## config.mk

```make
export PLATFORM = sky130hd
export DESIGN_NAME = mqnic_mac_ctrl_rx
export DESIGN_NICKNAME = d
export VERILOG_FILES = /design/src/rtl/mqnic_mac_ctrl_rx.sv
export SDC_FILE = /design/constraint.sdc
export NUM_CORES = 1
export LEC_CHECK = 0
export CAP_MARGIN = 0
export CORE_AREA = 4 4 283 285
export CTS_BUF_LIST = sky130_fd_sc_hd__clkbuf_16
export CTS_CLUSTER_SIZE = 10
export DETAILED_ROUTE_END_ITERATION = 12
export DIE_AREA = 0 0 287 289
export GPL_ROUTABILITY_DRIVEN = 0
export GPL_TIMING_DRIVEN = 0
export PLACE_DENSITY = 0.68
export SYNTH_ARGS = -nofsm -noshare
export SYNTH_HDL_FRONTEND = slang
export SYNTH_SLANG_ARGS = --single-unit
```

## constraint.sdc

```tcl
create_clock -name clk -period 15.8 [get_ports clk]
set_clock_uncertainty 0.2 [all_clocks]
set_input_delay 1.58 -clock clk [delete_from_list [all_inputs] [get_ports clk]]
set_output_delay 1.58 -clock clk [all_outputs]
set_load 0.02 [all_outputs]
```

## src/rtl/mqnic_mac_ctrl_rx.sv

```systemverilog
// MAC control receive path: strips MAC control frames from the ingress stream and
// decodes 802.3x / PFC pause frames; all other frames pass through a one-stage slice.
module mqnic_mac_ctrl_rx #(
  parameter int unsigned AXIS_DATA_WIDTH = 256,
  parameter int unsigned AXIS_KEEP_WIDTH = AXIS_DATA_WIDTH / 8,
  parameter int unsigned AXIS_USER_WIDTH = 1,
  parameter int unsigned AXIS_USE_READY  = 0
) (
  input  logic                       clk,
  input  logic                       rst,

  input  logic [AXIS_DATA_WIDTH-1:0] s_axis_tdata,
  input  logic [AXIS_KEEP_WIDTH-1:0] s_axis_tkeep,
  input  logic                       s_axis_tvalid,
  output logic                       s_axis_tready,
  input  logic                       s_axis_tlast,
  input  logic [AXIS_USER_WIDTH-1:0] s_axis_tuser,

  output logic [AXIS_DATA_WIDTH-1:0] m_axis_tdata,
  output logic [AXIS_KEEP_WIDTH-1:0] m_axis_tkeep,
  output logic                       m_axis_tvalid,
  input  logic                       m_axis_tready,
  output logic                       m_axis_tlast,
  output logic [AXIS_USER_WIDTH-1:0] m_axis_tuser,

  output logic                       rx_pause_valid,
  output logic                       rx_pause_type,
  output logic [7:0]                 rx_pause_enable,
  output logic [127:0]               rx_pause_quanta,

  output logic                       stat_rx_mcf,
  output logic                       stat_rx_mcf_err
);

  localparam int unsigned KW        = AXIS_KEEP_WIDTH;
  localparam int unsigned HDR_BYTES = 34;
  localparam int unsigned LEN_W     = 16;
  localparam bit          USE_RDY   = (AXIS_USE_READY != 0);

  localparam logic [1:0] ST_IDLE = 2'd0;
  localparam logic [1:0] ST_FWD  = 2'd1;
  localparam logic [1:0] ST_DROP = 2'd2;

  logic [1:0]             r_state;
  logic [1:0]             w_state_nxt;
  logic [1:0]             r_beat_cnt;
  logic [7:0]             r_hdr [HDR_BYTES];
  logic [7:0]             w_hdr [HDR_BYTES];

  logic                   r_m_tvalid;
  logic [AXIS_DATA_WIDTH-1:0] r_m_tdata;
  logic [AXIS_KEEP_WIDTH-1:0] r_m_tkeep;
  logic                   r_m_tlast;
  logic [AXIS_USER_WIDTH-1:0] r_m_tuser;

  logic                   r_pause_valid;
  logic                   r_pause_type;
  logic [7:0]             r_pause_enable;
  logic [127:0]           r_pause_quanta;
  logic                   r_mcf;
  logic                   r_mcf_err;

  logic                   w_s_tready;
  logic                   w_accept;
  logic                   w_first;
  logic                   w_is_mcf;
  logic                   w_fwd_beat;
  logic                   w_mcf_end;
  logic                   w_capture;
  logic [LEN_W-1:0]       w_last_bytes;
  logic [LEN_W-1:0]       w_frame_len;
  logic                   w_dst_ok;
  logic [15:0]            w_opcode;
  logic                   w_is_8023x;
  logic                   w_is_pfc;
  logic                   w_pause_ok;
  logic [127:0]           w_quanta;

  // Beat classification and handshake
  assign w_first    = (r_state == ST_IDLE);
  assign w_is_mcf   = (s_axis_tdata[8*12 +: 8] == 8'h88) && (s_axis_tdata[8*13 +: 8] == 8'h08);
  assign w_s_tready = rst && ((r_state == ST_DROP) || m_axis_tready || !r_m_tvalid);
  assign w_accept   = USE_RDY ? (s_axis_tvalid && w_s_tready) : s_axis_tvalid;
  assign w_fwd_beat = w_accept && ((w_first && !w_is_mcf) || (r_state == ST_FWD));
  assign w_mcf_end  = w_accept && s_axis_tlast && ((w_first && w_is_mcf) || (r_state == ST_DROP));
  assign w_capture  = w_accept && (w_first || (r_state == ST_DROP));

  assign s_axis_tready = w_s_tready;

  always_ff @(posedge clk or negedge rst) begin
    if (!rst) r_state <= ST_IDLE;
    else      r_state <= w_state_nxt;
  end

  always_comb begin
    w_state_nxt = r_state;
    case (r_state)
      ST_IDLE: if (w_accept && !s_axis_tlast) w_state_nxt = w_is_mcf ? ST_DROP : ST_FWD;
      ST_FWD,
      ST_DROP: if (w_accept && s_axis_tlast) w_state_nxt = ST_IDLE;
      default: w_state_nxt = ST_IDLE;
    endcase
  end

  // Beats already accepted in the current frame, saturating once the header is complete
  always_ff @(posedge clk or negedge rst) begin
    if (!rst) begin
      r_beat_cnt <= 2'd0;
    end else if (w_accept) begin
      if (s_axis_tlast)             r_beat_cnt <= 2'd0;
      else if (r_beat_cnt != 2'd3)  r_beat_cnt <= r_beat_cnt + 2'd1;
    end
  end

  // Header view including the current beat, so single-beat frames decode too
  always_comb begin
    for (int unsigned i = 0; i < HDR_BYTES; i++) begin
      w_hdr[i] = r_hdr[i];
      if (w_capture && (32'(r_beat_cnt) == (i / KW))) w_hdr[i] = s_axis_tdata[8*(i % KW) +: 8];
    end
  end

  always_ff @(posedge clk) begin
    if (w_capture) r_hdr <= w_hdr;
  end

  always_comb begin
    w_last_bytes = '0;
    for (int unsigned i = 0; i < KW; i++) w_last_bytes = w_last_bytes + LEN_W'(s_axis_tkeep[i]);
  end

  assign w_frame_len = LEN_W'(r_beat_cnt) * LEN_W'(KW) + w_last_bytes;
  assign w_dst_ok    = {w_hdr[0], w_hdr[1], w_hdr[2], w_hdr[3], w_hdr[4], w_hdr[5]} == 48'h0180C2000001;
  assign w_opcode    = {w_hdr[14], w_hdr[15]};
  assign w_is_8023x  = (w_opcode == 16'h0001);
  assign w_is_pfc    = (w_opcode == 16'h0101);
  assign w_pause_ok  = w_dst_ok && (w_is_8023x || w_is_pfc) &&
                       (w_frame_len >= LEN_W'(HDR_BYTES)) && !s_axis_tuser[0];

  always_comb begin
    w_quanta = '0;
    for (int unsigned n = 0; n < 8; n++) begin
      if (w_is_pfc) w_quanta[16*n +: 16] = {w_hdr[18 + 2*n], w_hdr[19 + 2*n]};
      else          w_quanta[16*n +: 16] = {w_hdr[16], w_hdr[17]};
    end
  end

  // Output register slice for data frames
  always_ff @(posedge clk or negedge rst) begin
    if (!rst)               r_m_tvalid <= 1'b0;
    else if (w_fwd_beat)    r_m_tvalid <= 1'b1;
    else if (m_axis_tready) r_m_tvalid <= 1'b0;
  end

  always_ff @(posedge clk) begin
    if (w_fwd_beat) begin
      r_m_tdata <= s_axis_tdata;
      r_m_tkeep <= s_axis_tkeep;
      r_m_tlast <= s_axis_tlast;
      r_m_tuser <= s_axis_tuser;
    end
  end

  assign m_axis_tvalid = r_m_tvalid;
  assign m_axis_tdata  = r_m_tdata;
  assign m_axis_tkeep  = r_m_tkeep;
  assign m_axis_tlast  = r_m_tlast;
  assign m_axis_tuser  = r_m_tuser;

  // Pause decode results; pause fields only move on a valid pause frame
  always_ff @(posedge clk or negedge rst) begin
    if (!rst) begin
      r_mcf          <= 1'b0;
      r_mcf_err      <= 1'b0;
      r_pause_valid  <= 1'b0;
      r_pause_type   <= 1'b0;
      r_pause_enable <= 8'h00;
      r_pause_quanta <= '0;
    end else begin
      r_mcf         <= w_mcf_end;
      r_mcf_err     <= w_mcf_end && !w_pause_ok;
      r_pause_valid <= w_mcf_end && w_pause_ok;
      if (w_mcf_end && w_pause_ok) begin
        r_pause_type   <= w_is_pfc;
        r_pause_enable <= w_is_pfc ? w_hdr[17] : 8'hFF;
        r_pause_quanta <= w_quanta;
      end
    end
  end

  assign stat_rx_mcf     = r_mcf;
  assign stat_rx_mcf_err = r_mcf_err;
  assign rx_pause_valid  = r_pause_valid;
  assign rx_pause_type   = r_pause_type;
  assign rx_pause_enable = r_pause_enable;
  assign rx_pause_quanta = r_pause_quanta;

endmodule

```

==> metrics.txt, run 1 <==
setup TNS=0 ps; Final setup viols=0; Synth Area in Adders=0.02400; Slew Limit Headroom=0.1463; Main synth FF type=edfxtp_1; mux share of post-synthesis cell area=0.1481; P per Cell Area=148.7 mW/mm^2; core area=0.07734 mm^2; num ports=726; Overall Global Routing Usage=0.2133; die height=289 um; worst r2r path cells=12; Die W=287 um; largest net degree at the start of global routing=90; IO Port Bufs=725; post-synthesis simple-gate area fraction=0.1011; die area=0.08294 mm^2; RSZ-0062 raised after global routing=false; synth top area cells=edfxtp_1, dfrtp_1, mux2_4, nand2_1, mux2_2; clk buf depth=3; Final WS setup=8072 ps; share of cells above drive strength 1=0.1549; final net count=2924; Period minus WS final=7728 ps; RR Startpoint=r_state[0]$_DFFE_PN0P_; Netlist Area Pre-Place=0.02679 mm^2; WL per Instance=24.68 um; Rows=102; cts repair resizes=0; DRC errors left=0; Min-Delay Path Class=flip-flop to flip-flop; run status=finished clean; Arr. time, crit path=8000 ps; Post-Synth XOR/XNOR Area=0.001308; CTS Buf Count=78; final WL=91.30 mm; remaining antenna violation count after routing=0; clk slew on worst S/H paths=60 ps; Layout area overhead=41.69%; top-count cell post-synth=nand2_1; Worst Path Required=16070 ps; Via density=4.794; Worst setup endpoint=rx_pause_enable[7]$_DFFE_PN0P_; syn_area_per_cell=15.09 um^2; # H-tree levels=3; Pre-Repair DR Iteration Count=6; critical path class=input pin to flip-flop; top cell types by occurrence after synthesis=nand2_1, edfxtp_1, mux2_4; # Post-CTS Setup Buffers=0; Synthesized Nets=2107; LEAKAGE=15.34 nW; clock root buffer=clkbuf_16; Fmax achieved=129.4 MHz; post-DP HPWL=67.65 mm; Max Cap Viol=0; final hold viol count=0; CP startpoint=s_axis_tkeep[0]; cell taking the most area after synthesis=edfxtp_1; antenna violations before repair=12; Slew Limit Fails=0; starting density of the core=0.3464; Initial DRC Count=1146; Synth Area in Compound Gates=0.005884; register area share after synthesis=0.6936; Hold Buf Count CTS=0; Worst-Margin Slew=1281 ps; Yosys cell types=41; dominant combinational cell family by area after synthesis=multiplexers; reg2reg end=rx_pause_quanta[47]$_DFFE_PN0P_; vias in the first global route=18783; Sinks on Clock Net=643; Reg2Reg Setup Slack=11080 ps; CP Max Fanout=10; yosys warns=0; Synth Instances=1776; crit path capture type=flip-flop; Overflow after GRT=0; first-pass GRT wire length=129.8 mm; TritonCTS clock tree=built; Post-synth EDFFs=498; Tcrit/Tclk final=0.4891; post-synth top area share=0.5582; via count=17736; worst skew pair latency=620 ps; Place WS=7388 ps; CP startpoint kind=input pin; Seq cells post-synth=643; fraction of registers with async set/reset=0.2255; peak supply drop=0.09385 mV
==> cell usage in the layout, fill, tap and decap left out, types with 9 or more instances in the layout <==
| cell | netlist | layout |
|---|---|---|
| clkdlybuf4s50_1 | 0 | 724 |
| nand2_1 | 579 | 579 |
| edfxtp_1 | 498 | 498 |
| mux2_4 | 211 | 211 |
| dfrtp_1 | 145 | 145 |
| inv_1 | 52 | 97 |
| clkbuf_16 | 0 | 78 |
| mux2_2 | 61 | 61 |
| clkbuf_1 | 38 | 38 |
| buf_6 | 29 | 29 |
| nor4_1 | 24 | 24 |
| fa_1 | 24 | 24 |
| ha_1 | 13 | 13 |
| nand2b_1 | 12 | 12 |
| nor4b_1 | 10 | 10 |
| mux2_1 | 10 | 10 |
| buf_12 | 0 | 9 |
==> where the power goes <==
group	switching (W)	internal, W	total [W]	leakage, nW
clock	0.000702	0.000914	0.00162	1.29
sequential	0.0000938	0.00225	0.00235	6.82
combinational	0.000984	0.000698	0.00168	7.23
==> registers in the layout (all words and copies together), names as in the netlist <==
name and flops:
m_axis_tvalid 1, stat_rx_mcf 1, m_axis_tkeep 32, r_state 2, rx_pause_valid 1, rx_pause_type 1, m_axis_tuser 1, rx_pause_enable 8
r_beat_cnt 2, r_hdr 208, rx_pause_quanta 128, m_axis_tdata 256, stat_rx_mcf_err 1, m_axis_tlast 1
==> metrics by stage <==
step | power, W | hold slack (ps) | std cells | instance area, um^2 | utilization
after floorplan | 0.003349 | 306.3 | 1776 | 26790 | -
after global placement | 0.004070 | 270.9 | 3541 | 35350 | 0.4571
after detailed placement | 0.004068 | 275.1 | 3553 | 35630 | 0.4607
after CTS | 0.005705 | 299.9 | 3693 | 37940 | 0.4906
after global routing | 0.005914 | 318.6 | 3700 | 37960 | 0.4908
final | 0.005644 | 294.7 | 3700 | 37960 | 0.4908
==> cell families (layout without fill, tap and decap cells) <==
logic type | count (synthesis) | after routing
and+or+nand+nor | 661 | 661
DFF | 643 | 643
adders and majority gates | 37 | 37
muxes | 282 | 282
buffers and inverters | 126 | 1003
AOI/OAI and AO/OA | 23 | 23
other | 0 | 7
xor gates and xnor gates | 4 | 4
==> layout make-up <==
type,count,area (um^2)
fillers,6653,39380
flip-flops and latches,643,18580
multi-input cells,1007,7526
repair buffers,737,7525
clock buffers,78,1952
well taps,1040,1301
plain buffers,74,503.0
clock inverters,62,359.1
inverters,52,195.2
diodes,7,17.52
==> metal layers <==
layer | track usage | wire length, um
met2 | 0.3749 | 46400
met1 | 0.2549 | 35500
met4 | 0.06754 | 2363
met5 | 0 | 44
met3 | 0.05862 | 6997
==> worst min-delay path by stage <==
stage | startpoint | end | cells past startpoint
final | rx_pause_type$_DFFE_PN0P_ | rx_pause_type$_DFFE_PN0P_ | 1
after global routing | rx_pause_quanta[40]$_DFFE_PN0P_ | rx_pause_quanta[40]$_DFFE_PN0P_ | 1
after CTS | rx_pause_type$_DFFE_PN0P_ | rx_pause_type$_DFFE_PN0P_ | 1
after detailed placement | rx_pause_type$_DFFE_PN0P_ | rx_pause_type$_DFFE_PN0P_ | 1
after global placement | rx_pause_enable[7]$_DFFE_PN0P_ | rx_pause_enable[7]$_DFFE_PN0P_ | 1
after floorplan | r_hdr[115]$_DFFE_PP_ | r_hdr[115]$_DFFE_PP_ | 2
==> critical path, stage by stage <==
cell	delay [ps]
clkdlybuf4s50_1	540
inv_1	80
fa_1	560
fa_1	460
fa_1	580
fa_1	470
fa_1	540
fa_1	420
inv_1	70
ha_1	160
inv_1	60
fa_1	400
nand2b_1	180
a211oi_1	310
and2_1	180
a211oi_1	80
a211oi_2	350
buf_4	360
buf_6	250
mux2_1	360
Power figures use the tool's default switching activity.
==> inputs of run 2 (changes only) <==
--- a/config.mk
+++ b/config.mk
@@ -6,14 +6,14 @@
 export NUM_CORES = 1
 export LEC_CHECK = 0
 export CAP_MARGIN = 0
-export CORE_AREA = 4 4 283 285
+export CORE_AREA = 4 4 279 281
 export CTS_BUF_LIST = sky130_fd_sc_hd__clkbuf_16
 export CTS_CLUSTER_SIZE = 10
 export DETAILED_ROUTE_END_ITERATION = 12
-export DIE_AREA = 0 0 287 289
+export DIE_AREA = 0 0 283 285
 export GPL_ROUTABILITY_DRIVEN = 0
 export GPL_TIMING_DRIVEN = 0
-export PLACE_DENSITY = 0.68
+export PLACE_DENSITY = 0.67
 export SYNTH_ARGS = -nofsm -noshare
 export SYNTH_HDL_FRONTEND = slang
 export SYNTH_SLANG_ARGS = --single-unit
==> constraint.sdc (replaced) <==
create_clock -name clk -period 7.7 [get_ports clk]
set_clock_uncertainty 0.2 [all_clocks]
set_input_delay 0.77 -clock clk [delete_from_list [all_inputs] [get_ports clk]]
set_output_delay 0.77 -clock clk [all_outputs]
set_load 0.02 [all_outputs]
==> metrics.txt, run 2 (synthesis gave the netlist of run 1 again) <==
run status=finished clean; Tcrit/Tclk final=0.8840; Arr. time, crit path=7090 ps (-910 ps); largest net degree at the start of global routing=84 (-6.7%); vias in the first global route=18900 (+0.62%); TritonCTS clock tree=built; # H-tree levels=3 (unchanged); CP Max Fanout=10 (unchanged); DRC errors left=0 (unchanged); crit path capture type=flip-flop; starting density of the core=0.3551 (+0.008704); Overall Power=0.01155 W (+100%); first-pass GRT wire length=129.9 mm (about the same); Worst Path Required=7980 ps (-8090 ps); CP startpoint=s_axis_tkeep[5]; Max stage delay on crit path=570 ps (about the same); num ports=726 (unchanged); Worst-Margin Slew=1263 ps (-17.96 ps); clk buf depth=3 (unchanged); critical path class=input pin to flip-flop; post-DP HPWL=66.95 mm (-1.0%); Min-Delay Path Class=flip-flop to flip-flop; Period minus WS final=6807 ps; Sinks on Clock Net=643 (unchanged); Overall Global Routing Usage=0.2171 (+0.003809); max FFs per register=256 (unchanged); Die W=283 um (-1.4%); Via density=4.854 (+1.3%); Max Cap Viol=0 (unchanged); final net count=2925 (+0.034%); IO Port Bufs=725 (unchanged); die height=285 um (-1.4%); Layout area overhead=41.48%; Initial DRC Count=1235 (+7.8%); RSZ-0062 raised after global routing=false; LEAKAGE=15.34 nW (about the same); fin util=0.5024 (+0.01160); sequential cell area=0.01858 mm^2 (unchanged); most frequent cells in the layout=clkdlybuf4s50_1, nand2_1, edfxtp_1; die area=0.08066 mm^2 (-2.8%); Rows=101 (-0.98%); RR Startpoint=r_state[0]$_DFFE_PN0P_; clk slew on worst S/H paths=60 ps (about the same); cts repair resizes=0 (unchanged); WL per Instance=24.65 um (-0.11%); antenna violations before repair=11 (-1); via count=17646 (-0.51%); Pre-Repair DR Iteration Count=5 (-1); Overflow after GRT=0 (unchanged); clock root buffer=clkbuf_16; worst skew pair latency=610 ps (about the same); final WL=89.60 mm (-1.9%); Slew Limit Fails=0 (unchanged); share of cells above drive strength 1=0.1554 (+0.0004355); commonest non-fill, non-tap cell in the layout=clkdlybuf4s50_1; hold_sp=rx_pause_enable[2]$_DFFE_PN0P_; CP startpoint kind=input pin; critical-path cell list=clkdlybuf4s50_1, inv_1, fa_1, fa_1, fa_1, fa_1, fa_1, fa_1, inv_1, ha_1, inv_1, fa_1, nand2b_1, a211oi_1, and2_1, a211oi_1, a211oi_2, buf_4, buf_6, mux2_2; core area=0.07544 mm^2 (-2.5%); Final setup viols=0 (unchanged); Fmax achieved=146.9 MHz; area of the multi-input gates=0.007526 mm^2 (unchanged); peak supply drop=0.2006 mV (+110%); Fillers=6333 (-4.8%); Slew Limit Headroom=0.1583 (+0.01198); P per Cell Area=304.8 mW/mm^2 (+100%); CTS Buf Count=78 (unchanged); remaining antenna violation count after routing=0 (unchanged); final hold viol count=0 (unchanged); Critical-path top delay cell=fa_1; CP dominant cell by count=fa_1
-- run 2: worst paths after layout --
| path | end | slack [ps] | cells after the start |
|---|---|---|---|
| worst max-delay path | rx_pause_quanta[126]$_DFFE_PN0P_ | 890 | 20 |
| worst max register to register | rx_pause_quanta[23]$_DFFE_PN0P_ | 3280 | 12 |
| min in group asynchronous | rx_pause_quanta[20]$_DFFE_PN0P_ | 500 | 2 |
| worst min register to register | rx_pause_enable[2]$_DFFE_PN0P_ | 300 | 1 |
| worst min-delay path | rx_pause_enable[2]$_DFFE_PN0P_ | 300 | 1 |
| max in group asynchronous | rx_pause_quanta[118]$_DFFE_PN0P_ | 5890 | 3 |
-- run 2: metrics by stage --
step | instances | hold slack, ps | setup TNS (ps) | worst slack (ps) | area, um^2
floorplan | 1776 | 274.4 | 0 | 1443 | 26800
global placement | 3479 | 271.6 | -585880 | -1300 | 35280
detailed placement | 3491 | 276.9 | 0 | 179.1 | 35560
CTS | 3630 | 295.8 | 0 | 798.6 | 37890
global route | 3634 | 321.7 | 0 | 577.0 | 37900
finish | 3635 | 295.7 | 0 | 893.4 | 37910
-- run 2: area by class of cell --
| class | instances | share of cell area |
|---|---|---|
| buffer | 74 | 0.01327 |
| clock inverter | 58 | 0.008417 |
| timing repair buffer | 738 | 0.1990 |
| sequential | 643 | 0.4902 |
| inverter | 52 | 0.005149 |
| antenna | 5 | 0.0003301 |
| tap | 978 | 0.03228 |
| multi-input combinational | 1007 | 0.1985 |
| clock buffer | 80 | 0.05281 |
-- run 2: timing repair --
| action | CTS | global route |
|---|---|---|
| hold endpoints to repair | 62 | 0 |
| setup endpoints to repair | 0 | 0 |
| hold buffers | 1 | 0 |
| buffers inserted | 0 | 0 |
-- run 2: routing by layer --
metal	part of all wire	track usage	wire [um]	up-vias
li1	-	-	-	7902
met1	0.37	0.2491	33350	8864
met2	0.52	0.3906	46390	759
met3	0.085	0.06675	7618	121
met4	0.025	0.06359	2244	0
met5	0	0	0	-
-- run 2: worst max-delay path: cells and delay by family --
| family | cells | cell delay, ps |
|---|---|---|
| compound gates | 3 | 740 |
| simple gates | 2 | 350 |
| mux | 1 | 360 |
| fa+ha+maj | 8 | 3580 |
| buf+inv | 6 | 1260 |
-- run 2: where the power goes --
part           switching (W)  total [W]  internal, W
clock network        0.00142    0.00333      0.00191
logic                0.00198    0.00341      0.00143
registers           0.000193    0.00481      0.00462
==> inputs of run 3 (changes only) <==
--- a/config.mk
+++ b/config.mk
@@ -6,14 +6,16 @@
 export NUM_CORES = 1
 export LEC_CHECK = 0
 export CAP_MARGIN = 0
-export CORE_AREA = 4 4 279 281
+export CORE_ASPECT_RATIO = 0.8
+export CORE_MARGIN = 4
+export CORE_UTILIZATION = 31
 export CTS_BUF_LIST = sky130_fd_sc_hd__clkbuf_16
 export CTS_CLUSTER_SIZE = 10
 export DETAILED_ROUTE_END_ITERATION = 12
-export DIE_AREA = 0 0 283 285
 export GPL_ROUTABILITY_DRIVEN = 0
 export GPL_TIMING_DRIVEN = 0
-export PLACE_DENSITY = 0.67
+export PLACE_DENSITY = 0.6
+export SETUP_SLACK_MARGIN = 0.02
 export SYNTH_ARGS = -nofsm -noshare
 export SYNTH_HDL_FRONTEND = slang
 export SYNTH_SLANG_ARGS = --single-unit
==> constraint.sdc (replaced) <==
create_clock -name clk -period 8.7 [get_ports clk]
set_clock_uncertainty 0.2 [all_clocks]
set_input_delay 0.87 -clock clk [delete_from_list [all_inputs] [get_ports clk]]
set_output_delay 0.87 -clock clk [all_outputs]
set_load 0.02 [all_outputs]
==> metrics.txt, run 3 (synthesis gave the netlist of run 1 again) <==
run status=finished clean; most used routing layer=met2; IO Port Bufs=725 (unchanged); Sinks on Clock Net=643 (unchanged); Arr. time, crit path=7120 ps (+30 ps); clk slew on worst S/H paths=60 ps (about the same); Min-Delay Path Class=flip-flop to flip-flop; clock root buffer=clkbuf_16; TritonCTS clock tree=built; Rows=96 (-5.0%); max FFs per register=256 (unchanged); commonest non-fill, non-tap cell in the layout=clkdlybuf4s50_1; Fmax achieved=145.9 MHz; Comb power frac=0.299 (+0.004); first-pass GRT wire length=128.0 mm (-1.5%); P per Cell Area=267.4 mW/mm^2 (-12%); Slew Limit Fails=0 (unchanged); CP startpoint kind=input pin; Initial DRC Count=1317 (+6.6%); vias in the first global route=18674 (-1.2%); num ports=726 (unchanged); met1 usage=0.2352 (-0.01391); Tcrit/Tclk final=0.7879; via count=17450 (-1.1%); Overflow after GRT=0 (unchanged); # H-tree levels=3 (unchanged); total net switching power=0.003215 W (-10%); RSZ-0062 raised after global routing=false; Max Cap Viol=0 (unchanged); Die W=336.7 um (+19%); Reg power frac=0.419 (+0.002); CTS Buf Count=76 (-2.6%); routing usage on met3=0.06388 (-0.002863); most frequent cells in the layout=clkdlybuf4s50_1, nand2_1, edfxtp_1; Slew Limit Headroom=0.1341 (-0.02416); DRC errors left=0 (unchanged); # Post-CTS Setup Buffers=0 (unchanged); Design Area, Final=0.03802 mm^2 (+0.30%); CP Max Fanout=10 (unchanged); peak supply drop=0.1610 mV (-20%); sequential cell area=0.01858 mm^2 (unchanged); final net count=2924 (-0.034%); critical path class=input pin to flip-flop; Overall Power=0.01017 W (-12%); die area=0.09122 mm^2 (+13%); antenna violations before repair=10 (-1); core area=0.08576 mm^2 (+14%); worst skew pair latency=630 ps (+20 ps); clk buf depth=3 (unchanged); Final WS setup=1845 ps (+951.7 ps); Via density=4.621 (-4.8%); Fillers=7684 (+21%); Worst-Margin Slew=1296 ps (+33.11 ps); cts repair resizes=0 (unchanged); WL per Instance=23.96 um (-2.8%); remaining antenna violation count after routing=0 (unchanged); Place WS=1180 ps (+1001 ps); crit path capture type=flip-flop; fin util=0.4433 (-0.05912); internal power=0.006953 W (-13%); largest net degree at the start of global routing=86 (+2.4%); Sw Ratio=0.3162 (+0.005686); M2 GR Usage=0.3240 (-0.06666); Worst Path Required=8970 ps (+990 ps); Overall Global Routing Usage=0.1924 (-0.02462); Pre-Repair DR Iteration Count=7 (+2); placed inst area=0.03578 mm^2 (+0.60%); share of cells above drive strength 1=0.1544 (-0.0009844); Final setup viols=0 (unchanged); clock share of power=0.283 (-0.005); post-DP HPWL=66.37 mm (-0.86%); final hold viol count=0 (unchanged); area of the multi-input gates=0.007526 mm^2 (unchanged); Period minus WS final=6855 ps; setup TNS=0 ps (unchanged); die height=270.9 um (-4.9%); LEAKAGE=15.29 nW (-0.31%); starting density of the core=0.3124 (-0.04273); Layout area overhead=41.91%; final WL=90.48 mm (+0.98%)
[run 3: cell type report]
class	instances	area share
sequential	643	0.4888
tap	1127	0.03709
buffer	74	0.01323
multi-input combinational	1007	0.1979
clock buffer	76	0.05002
timing repair buffer	739	0.1991
clock inverter	52	0.008326
antenna	6	0.0003949
inverter	52	0.005134
[run 3: critical path, stage by stage]
cell and delay [ps]:
clkdlybuf4s50_1 480, inv_1 70, fa_1 560, fa_1 440, fa_1 510, fa_1 510, fa_1 540, fa_1 410
inv_1 70, ha_1 170, inv_1 60, fa_1 400, nand2b_1 180, a211oi_1 290, and2_1 170, a211oi_1 70
a211oi_2 360, buf_4 360, buf_6 260, mux2_4 310
[run 3: path summary, 6_finish.rpt]
check	startpoint	endpoint	slack (ps)	cells after the start
min in group asynchronous	rst	rx_pause_quanta[76]$_DFFE_PN0P_	560	2
max	s_axis_tkeep[5]	rx_pause_quanta[11]$_DFFE_PN0P_	1850	20
min	rx_pause_enable[2]$_DFFE_PN0P_	rx_pause_enable[2]$_DFFE_PN0P_	290	1
max in group asynchronous	rst	r_state[1]$_DFFE_PN0P_	6790	3
min reg2reg	rx_pause_enable[2]$_DFFE_PN0P_	rx_pause_enable[2]$_DFFE_PN0P_	290	1
max reg2reg	r_state[0]$_DFFE_PN0P_	rx_pause_quanta[6]$_DFFE_PN0P_	3860	11
[run 3: repair_timing]
action                     4_1_cts  5_1_grt
hold endpoints to repair         8        0
setup endpoints to repair        0        0
hold buffers                     1        0
[run 3: power groups by stage]
stage | Clock (W) | Sequential (W) | Combinational [W]
final | 0.00287 | 0.00426 | 0.00304
after global routing | 0.00310 | 0.00430 | 0.00329
after CTS | 0.00295 | 0.00426 | 0.00308
after detailed placement | 0 | 0.00432 | 0.00306
after global placement | 0 | 0.00442 | 0.00292
after floorplan | 0 | 0.00466 | 0.00138
[run 3: per-stage QoR]
step / cells / hold WS, ps
after floorplan: 1776 / 306.3
after global placement: 3628 / 271.8
after detailed placement: 3641 / 278.6
after CTS: 3770 / 296.2
after global routing: 3772 / 306.3
final: 3776 / 293.6
[run 3: routing by layer]
| metal | up-vias | share of wire |
|---|---|---|
| li1 | 7910 | - |
| met1 | 8710 | 0.39 |
| met2 | 694 | 0.49 |
| met3 | 132 | 0.092 |
| met4 | 4 | 0.027 |
| met5 | - | 0.00038 |
